File: src/rtl/core_pipe.sv
`default_nettype none
// ============================================================================
// Module   : core_pipe
// Purpose  : 3-stage pipelined core (fetch / decode-execute / writeback) with
//            S3->S2 forwarding, taken-branch flush, external stall and HALT.
// Revision : 1.0 - initial release
// ============================================================================
module core_pipe #(
    parameter int DATA_W = 8,
    parameter int RA     = 4,
    parameter int PC_W   = 5
) (
    input  logic                    clk,
    input  logic                    rst,
    input  logic                    stall,
    input  logic [4+3*RA-1:0]       instraction,
    output logic [PC_W-1:0]         pc,
    output logic [DATA_W-1:0]       core_out,
    output logic                    wb_valid,
    output logic [RA-1:0]           wb_addr,
    output logic                    halted
);

    localparam int c_INST_W = 4 + 3*RA;
    localparam int c_NREG   = 2**RA;

    localparam logic [3:0] c_OP_ADD  = 4'h0;
    localparam logic [3:0] c_OP_SUB  = 4'h1;
    localparam logic [3:0] c_OP_AND  = 4'h2;
    localparam logic [3:0] c_OP_OR   = 4'h3;
    localparam logic [3:0] c_OP_XOR  = 4'h4;
    localparam logic [3:0] c_OP_SHL  = 4'h5;
    localparam logic [3:0] c_OP_SHR  = 4'h6;
    localparam logic [3:0] c_OP_SLT  = 4'h7;
    localparam logic [3:0] c_OP_LI   = 4'h8;
    localparam logic [3:0] c_OP_ADDI = 4'h9;
    localparam logic [3:0] c_OP_JMP  = 4'hA;
    localparam logic [3:0] c_OP_BEQZ = 4'hB;
    localparam logic [3:0] c_OP_HALT = 4'hF;

    localparam logic [c_INST_W-1:0] c_NOP = {4'hC, {(3*RA){1'b0}}};

    logic [PC_W-1:0]     r_pc;
    logic [c_INST_W-1:0] r_ir;
    logic [DATA_W-1:0]   r_core_out;
    logic                r_wb_valid;
    logic [RA-1:0]       r_wb_addr;
    logic                r_halted;
    logic [DATA_W-1:0]   r_regs [c_NREG];

    logic [3:0]          w_op;
    logic [RA-1:0]       w_rd;
    logic [RA-1:0]       w_rs1;
    logic [RA-1:0]       w_rs2;
    logic [DATA_W-1:0]   w_imm;
    logic [PC_W-1:0]     w_target;
    logic [DATA_W-1:0]   w_a;
    logic [DATA_W-1:0]   w_b;
    logic [DATA_W-1:0]   w_d;
    logic [DATA_W-1:0]   w_result;
    logic                w_writes;
    logic                w_taken;
    logic                w_halt;
    logic                w_en;

    assign w_op     = r_ir[c_INST_W-1 -: 4];
    assign w_rd     = r_ir[c_INST_W-5 -: RA];
    assign w_rs1    = r_ir[c_INST_W-5-RA -: RA];
    assign w_rs2    = r_ir[RA-1:0];
    assign w_imm    = DATA_W'(r_ir[2*RA-1:0]);
    assign w_target = PC_W'(r_ir[2*RA-1:0]);

    // Operands come from S3 when it is about to write the same register.
    assign w_a = (r_wb_valid && (r_wb_addr == w_rs1)) ? r_core_out : r_regs[w_rs1];
    assign w_b = (r_wb_valid && (r_wb_addr == w_rs2)) ? r_core_out : r_regs[w_rs2];
    assign w_d = (r_wb_valid && (r_wb_addr == w_rd))  ? r_core_out : r_regs[w_rd];

    always_comb begin
        w_result = '0;
        w_writes = 1'b0;
        w_taken  = 1'b0;
        w_halt   = 1'b0;
        case (w_op)
            c_OP_ADD:  begin w_result = w_a + w_b;              w_writes = 1'b1; end
            c_OP_SUB:  begin w_result = w_a - w_b;              w_writes = 1'b1; end
            c_OP_AND:  begin w_result = w_a & w_b;              w_writes = 1'b1; end
            c_OP_OR:   begin w_result = w_a | w_b;              w_writes = 1'b1; end
            c_OP_XOR:  begin w_result = w_a ^ w_b;              w_writes = 1'b1; end
            c_OP_SHL:  begin w_result = w_a << w_b[2:0];        w_writes = 1'b1; end
            c_OP_SHR:  begin w_result = w_a >> w_b[2:0];        w_writes = 1'b1; end
            c_OP_SLT:  begin w_result = DATA_W'(w_a < w_b);     w_writes = 1'b1; end
            c_OP_LI:   begin w_result = w_imm;                  w_writes = 1'b1; end
            c_OP_ADDI: begin w_result = w_d + w_imm;            w_writes = 1'b1; end
            c_OP_JMP:  w_taken = 1'b1;
            c_OP_BEQZ: w_taken = (w_d == '0);
            c_OP_HALT: w_halt  = 1'b1;
            default:   ;
        endcase
    end

    // Once halted the stall input no longer matters; S3 still drains.
    assign w_en = !stall || r_halted;

    always_ff @(posedge clk or negedge rst) begin
        if (!rst) begin
            r_pc       <= '0;
            r_ir       <= c_NOP;
            r_core_out <= '0;
            r_wb_valid <= 1'b0;
            r_wb_addr  <= '0;
            r_halted   <= 1'b0;
            for (int i = 0; i < c_NREG; i++) begin
                r_regs[i] <= '0;
            end
        end else if (w_en) begin
            if (r_wb_valid) begin
                r_regs[r_wb_addr] <= r_core_out;
            end
            r_core_out <= w_result;
            r_wb_addr  <= w_rd;
            r_wb_valid <= w_writes;
            if (r_halted || w_halt) begin
                r_halted <= 1'b1;
                r_ir     <= c_NOP;
            end else if (w_taken) begin
                r_pc <= w_target;
                r_ir <= c_NOP;
            end else begin
                r_pc <= r_pc + PC_W'(1);
                r_ir <= instraction;
            end
        end
    end

    assign pc       = r_pc;
    assign core_out = r_core_out;
    assign wb_valid = r_wb_valid;
    assign wb_addr  = r_wb_addr;
    assign halted   = r_halted;

endmodule
`default_nettype wire
File: config.mk
export PLATFORM = sky130hd
export DESIGN_NAME = core_pipe
export DESIGN_NICKNAME = d
export VERILOG_FILES = /design/src/rtl/core_pipe.sv
export SDC_FILE = /design/constraint.sdc
export NUM_CORES = 1
export LEC_CHECK = 0
export ABC_AREA = 1
export BUFFER_PORTS_ARGS = -buffer_cell sky130_fd_sc_hd__buf_2
export CORE_MARGIN = 2
export CORE_UTILIZATION = 25
export CTS_BUF_LIST = sky130_fd_sc_hd__clkbuf_8
export DETAILED_ROUTE_END_ITERATION = 10
export SYNTH_ARGS = -nofsm -noshare
export SYNTH_HDL_FRONTEND = slang
export SYNTH_SLANG_ARGS = --single-unit
File: constraint.sdc
create_clock -name clk -period 6.8 [get_ports clk]
set_input_delay 1.36 -clock clk [delete_from_list [all_inputs] [get_ports clk]]
set_output_delay 1.36 -clock clk [all_outputs]
set_load 0.03 [all_outputs]
==> impl_summary.md <==
Job
Max-cap violations in this run came to 0.

Logic synthesis
In the synthesized netlist the async set-or-reset flop fraction comes to 1.000. During synthesis, Yosys emitted a total of 0 warnings. The number of standard cells after synthesis is 1,896. The synthesized cell area is 0.01233 mm^2. Yosys mapped the design onto 52 distinct sky130hd cell types. In this run the mean area of a mapped cell was 6.503 um^2. In this run, synthesis inferred 0 flip-flops with an integrated enable. The share of the Yosys chip area taken by registers is 0.3310. The synthesized netlist net count is 1,951.

The most instantiated flip-flop cell in the synthesis netlist is sky130_fd_sc_hd__dfrtp_1. Counting flops and latches in the post-synthesis netlist gives 163.

Critical path
The kind of start point of the critical path is a flop. In this run the worst path has a maximum fanout of 20. Counting cells, the worst reg-to-reg path comes to 22. The type of the worst setup path is reg -> reg. The startpoint identified for the worst register-to-register timing path is r_ir[2]$_DFFE_PN0N_. Setup slack on the worst reg-to-reg path comes out at 1.87 ns. The worst setup path is captured at a flop.

The endpoint of the worst-slack reg-to-reg timing path is core_out[0]$_DFFE_PN0N_. Data on the critical path is required at its endpoint by 7.27 ns. The data arrival time at the worst-slack endpoint is 5.40 ns.

Die
The initial utilization of the core area, before any placement, comes to 0.2524. The die boundary height is 226.1 um. The die is 226.1 um wide. The number of placed I/O pins is 38.

The number of rows in the core area is 81. The die area is 0.05111 mm^2. The core region is 0.04885 mm^2.

STA
The number of hold violations in the final report is 0. Across all hold checks on the routed design, the worst slack comes to 0.4911 ns. Headroom to the max-slew limit came out at 0.3185.

Setup violations remaining at the end of the flow were counted as 0. Setup total negative slack on the finished layout was measured at 0 ns. The share of the clock period used by the worst path after layout is 0.7247. Setup repair after global routing left no endpoint under its margin. The routed design could run at a clock period as short as 4.928 ns. The worst clock skew is 0.03069 ns. Derived from the worst setup path, the maximum achievable clock frequency is 202.9 MHz.

The max-slew violation count is 0. The slew of the pin with the lowest slew margin is 1.022 ns.

Clock tree
After clock tree synthesis, the repair step resized 0 gates. TritonCTS built the clock tree. The clock passes through at most 2 buffers. CTS placed an instance of sky130_fd_sc_hd__clkbuf_8 at the clock tree root.

The clock latency of the later-clocked register in the worst-skew pair is 0.53 ns. The hold-fix buffer count after cts is 0. The total clock sinks is 163. In this run the post-CTS setup repair buffer count came out at 0.

The depth of the CTS H-tree is 4. The CTS buffer count is 17. Clock-pin slew was measured on the worst setup and hold paths at 0.11 ns.

Global routing
The wire length of the first global-routing pass is 76,040 um. The initial antenna violation count is 2. The total overflow left after global routing is 0. The pin count of the biggest net entering global routing is 104. The via count of the first global-routing pass is 12,360. The global-route total usage across every layer is 0.1970.

Final layout
In the layout the commonest cells are sky130_fd_sc_hd__nand2_1 (538), sky130_fd_sc_hd__o21ai_0 (264), sky130_fd_sc_hd__nand3_1 (221). The leading cell type in the layout, fill and taps excluded is sky130_fd_sc_hd__nand2_1. The net count of the finished layout is 1,909.

Summing all non-filler instances in the final layout gives an area of 0.01328 mm^2. The share of the core filled with cells in the final layout is 0.2719. The share of layout cells above drive strength 1 is 0.06967.

Fill cells in the final layout number 5,556. The number of cells in the finished layout apart from fillers is 2,531. Compared with the post-synthesis result, the final layout area differs by 7.701%.

Placement
The congestion estimate from routability-driven global placement came to 0.9573. Detailed placement ended at an HPWL of 34,270 um. The placed standard-cell area is 0.01288 mm^2. The count of buffers added on input and output ports is 37. In this run, placement finished with an instance count of 2,499.

Power
The peak supply drop is 0.3503 mV. In this run the power density over the cells is 370.6 mW/mm^2. The analysis attributes to cell leakage a power of 6.056 nW.

Hold path
The hold-critical path depth is 2. The worst min-delay path category is reg -> reg. The worst hold path begins at r_regs[14]$_DFFE_PN0P_. The worst hold path terminates at r_regs[14]$_DFFE_PN0P_.

Status
The flow ran to the end, and the final reports show no timing, DRC or antenna violations.

Routing
Before antenna repair, the detailed router went through 6 iterations. In this run the remaining antenna-violating nets after routing total 0. After detailed routing, the number of vias per cell comes to 5.218.

The total vias in the final route is 13,210. In this run, the number of DRC markers left after iteration 0 of detailed routing was 1,956. In the routed design, unresolved DRC markers number 0. The total length of routed wires is 49,560 um. After detailed routing, the average wire length per cell comes to 19.58 um.
## area by class of cell
cell class	instances	area (um^2)	area share
well taps	664	830.8	0.06256
clock inverters	14	166.4	0.01253
clock buffers	17	234.0	0.01762
repair buffers	56	334.1	0.02516
diodes	1	2.502	0.0001884
multi-input cells	1412	6854	0.5161
flip-flops and latches	163	4085	0.3076
inverters	204	773.2	0.05823
## flip-flops by register name, summed over array words and instances (netlist names)
register,flops
wb_valid,1
core_out,8
r_regs,128
wb_addr,4
pc,5
r_ir,16
halted,1
## critical path, cell delays in order, from the launching register on
cell and delay (ns):
sky130_fd_sc_hd__dfrtp_1 0.99, sky130_fd_sc_hd__clkinv_2 0.60, sky130_fd_sc_hd__nand2_1 0.20, sky130_fd_sc_hd__a21oi_1 0.10, sky130_fd_sc_hd__nand3b_2 0.28, sky130_fd_sc_hd__nand2_1 0.10
sky130_fd_sc_hd__nand2_1 0.35, sky130_fd_sc_hd__ha_1 0.26, sky130_fd_sc_hd__inv_1 0.06, sky130_fd_sc_hd__fa_1 0.44, sky130_fd_sc_hd__inv_1 0.07, sky130_fd_sc_hd__nor2_1 0.04
sky130_fd_sc_hd__o21ai_0 0.23, sky130_fd_sc_hd__a21oi_1 0.12, sky130_fd_sc_hd__o21ai_0 0.28, sky130_fd_sc_hd__nand2_1 0.12, sky130_fd_sc_hd__a21oi_1 0.16, sky130_fd_sc_hd__o21ai_0 0.13
sky130_fd_sc_hd__nand2_1 0.10, sky130_fd_sc_hd__a21oi_1 0.04, sky130_fd_sc_hd__nand2_1 0.07, sky130_fd_sc_hd__nand2_1 0.05, sky130_fd_sc_hd__nand2_1 0.08
## cells by family after synthesis
kind of cell / synth area share
buffers and inverters: 0.1131
DFF: 0.3310
AOI/OAI and AO/OA: 0.2148
and+or+nand+nor: 0.2984
xor gates and xnor gates: 0.004262
adders and majority gates: 0.03836
## per-stage QoR
step	total power [mW]	setup WS, ns
detailed placement	4.078	2.029
CTS	4.863	2.006
finish	4.922	1.872
global route	5.268	1.453
global placement	4.057	2.063
floorplan	3.213	3.443
## worst max path at each step
stage	start	end	slack, ns	depth (start not counted)
after floorplan	wb_addr[3]$_DFFE_PN0N_	core_out[6]$_DFFE_PN0N_	3.44	24
after global placement	r_ir[0]$_DFFE_PN0N_	core_out[0]$_DFFE_PN0N_	2.06	25
after detailed placement	r_ir[0]$_DFFE_PN0N_	core_out[0]$_DFFE_PN0N_	2.03	25
after CTS	r_ir[0]$_DFFE_PN0N_	core_out[0]$_DFFE_PN0N_	2.01	25
after global routing	r_ir[0]$_DFFE_PN0N_	core_out[0]$_DFFE_PN0N_	1.45	25
final	r_ir[2]$_DFFE_PN0N_	core_out[0]$_DFFE_PN0N_	1.87	22
## where the power goes
group          internal, mW  switching (mW)  leakage [nW]
logic                 0.755            1.89          3.65
clock network         0.360           0.416         0.204
registers              1.19           0.310          2.20
## metal layers
layer	routed length, um	vias up	GRT usage
li1	-	6175	-
met1	21410	6199	0.2697
met2	21830	713	0.3031
met3	4424	117	0.03279
met4	1888	2	0.08935
met5	13	-	0
## synthesized netlist by cell type (3+ instances only)
cell,n,area share
sky130_fd_sc_hd__o211ai_1,30,0.018
sky130_fd_sc_hd__inv_2,9,0.0027
sky130_fd_sc_hd__a221oi_1,3,0.0021
sky130_fd_sc_hd__clkinv_1,3,0.00091
sky130_fd_sc_hd__nand2_1,538,0.16
sky130_fd_sc_hd__dfrtp_1,161,0.33
sky130_fd_sc_hd__o21ai_1,19,0.0077
sky130_fd_sc_hd__o22ai_1,23,0.012
sky130_fd_sc_hd__buf_2,40,0.016
sky130_fd_sc_hd__o21ai_0,264,0.11
sky130_fd_sc_hd__buf_6,7,0.0064
sky130_fd_sc_hd__nand3_1,221,0.090
sky130_fd_sc_hd__nor2_1,76,0.023
sky130_fd_sc_hd__o21ai_2,4,0.0028
sky130_fd_sc_hd__clkbuf_1,46,0.014
sky130_fd_sc_hd__nor3_1,10,0.0041
sky130_fd_sc_hd__a21oi_1,138,0.056
sky130_fd_sc_hd__fa_1,3,0.0049
sky130_fd_sc_hd__buf_4,16,0.0097
sky130_fd_sc_hd__inv_1,189,0.058
sky130_fd_sc_hd__buf_1,4,0.0012
sky130_fd_sc_hd__ha_1,33,0.033
sky130_fd_sc_hd__or2_2,6,0.0030
sky130_fd_sc_hd__nand2_2,10,0.0051
sky130_fd_sc_hd__xor2_1,4,0.0028
Power figures use the tool's default switching activity.
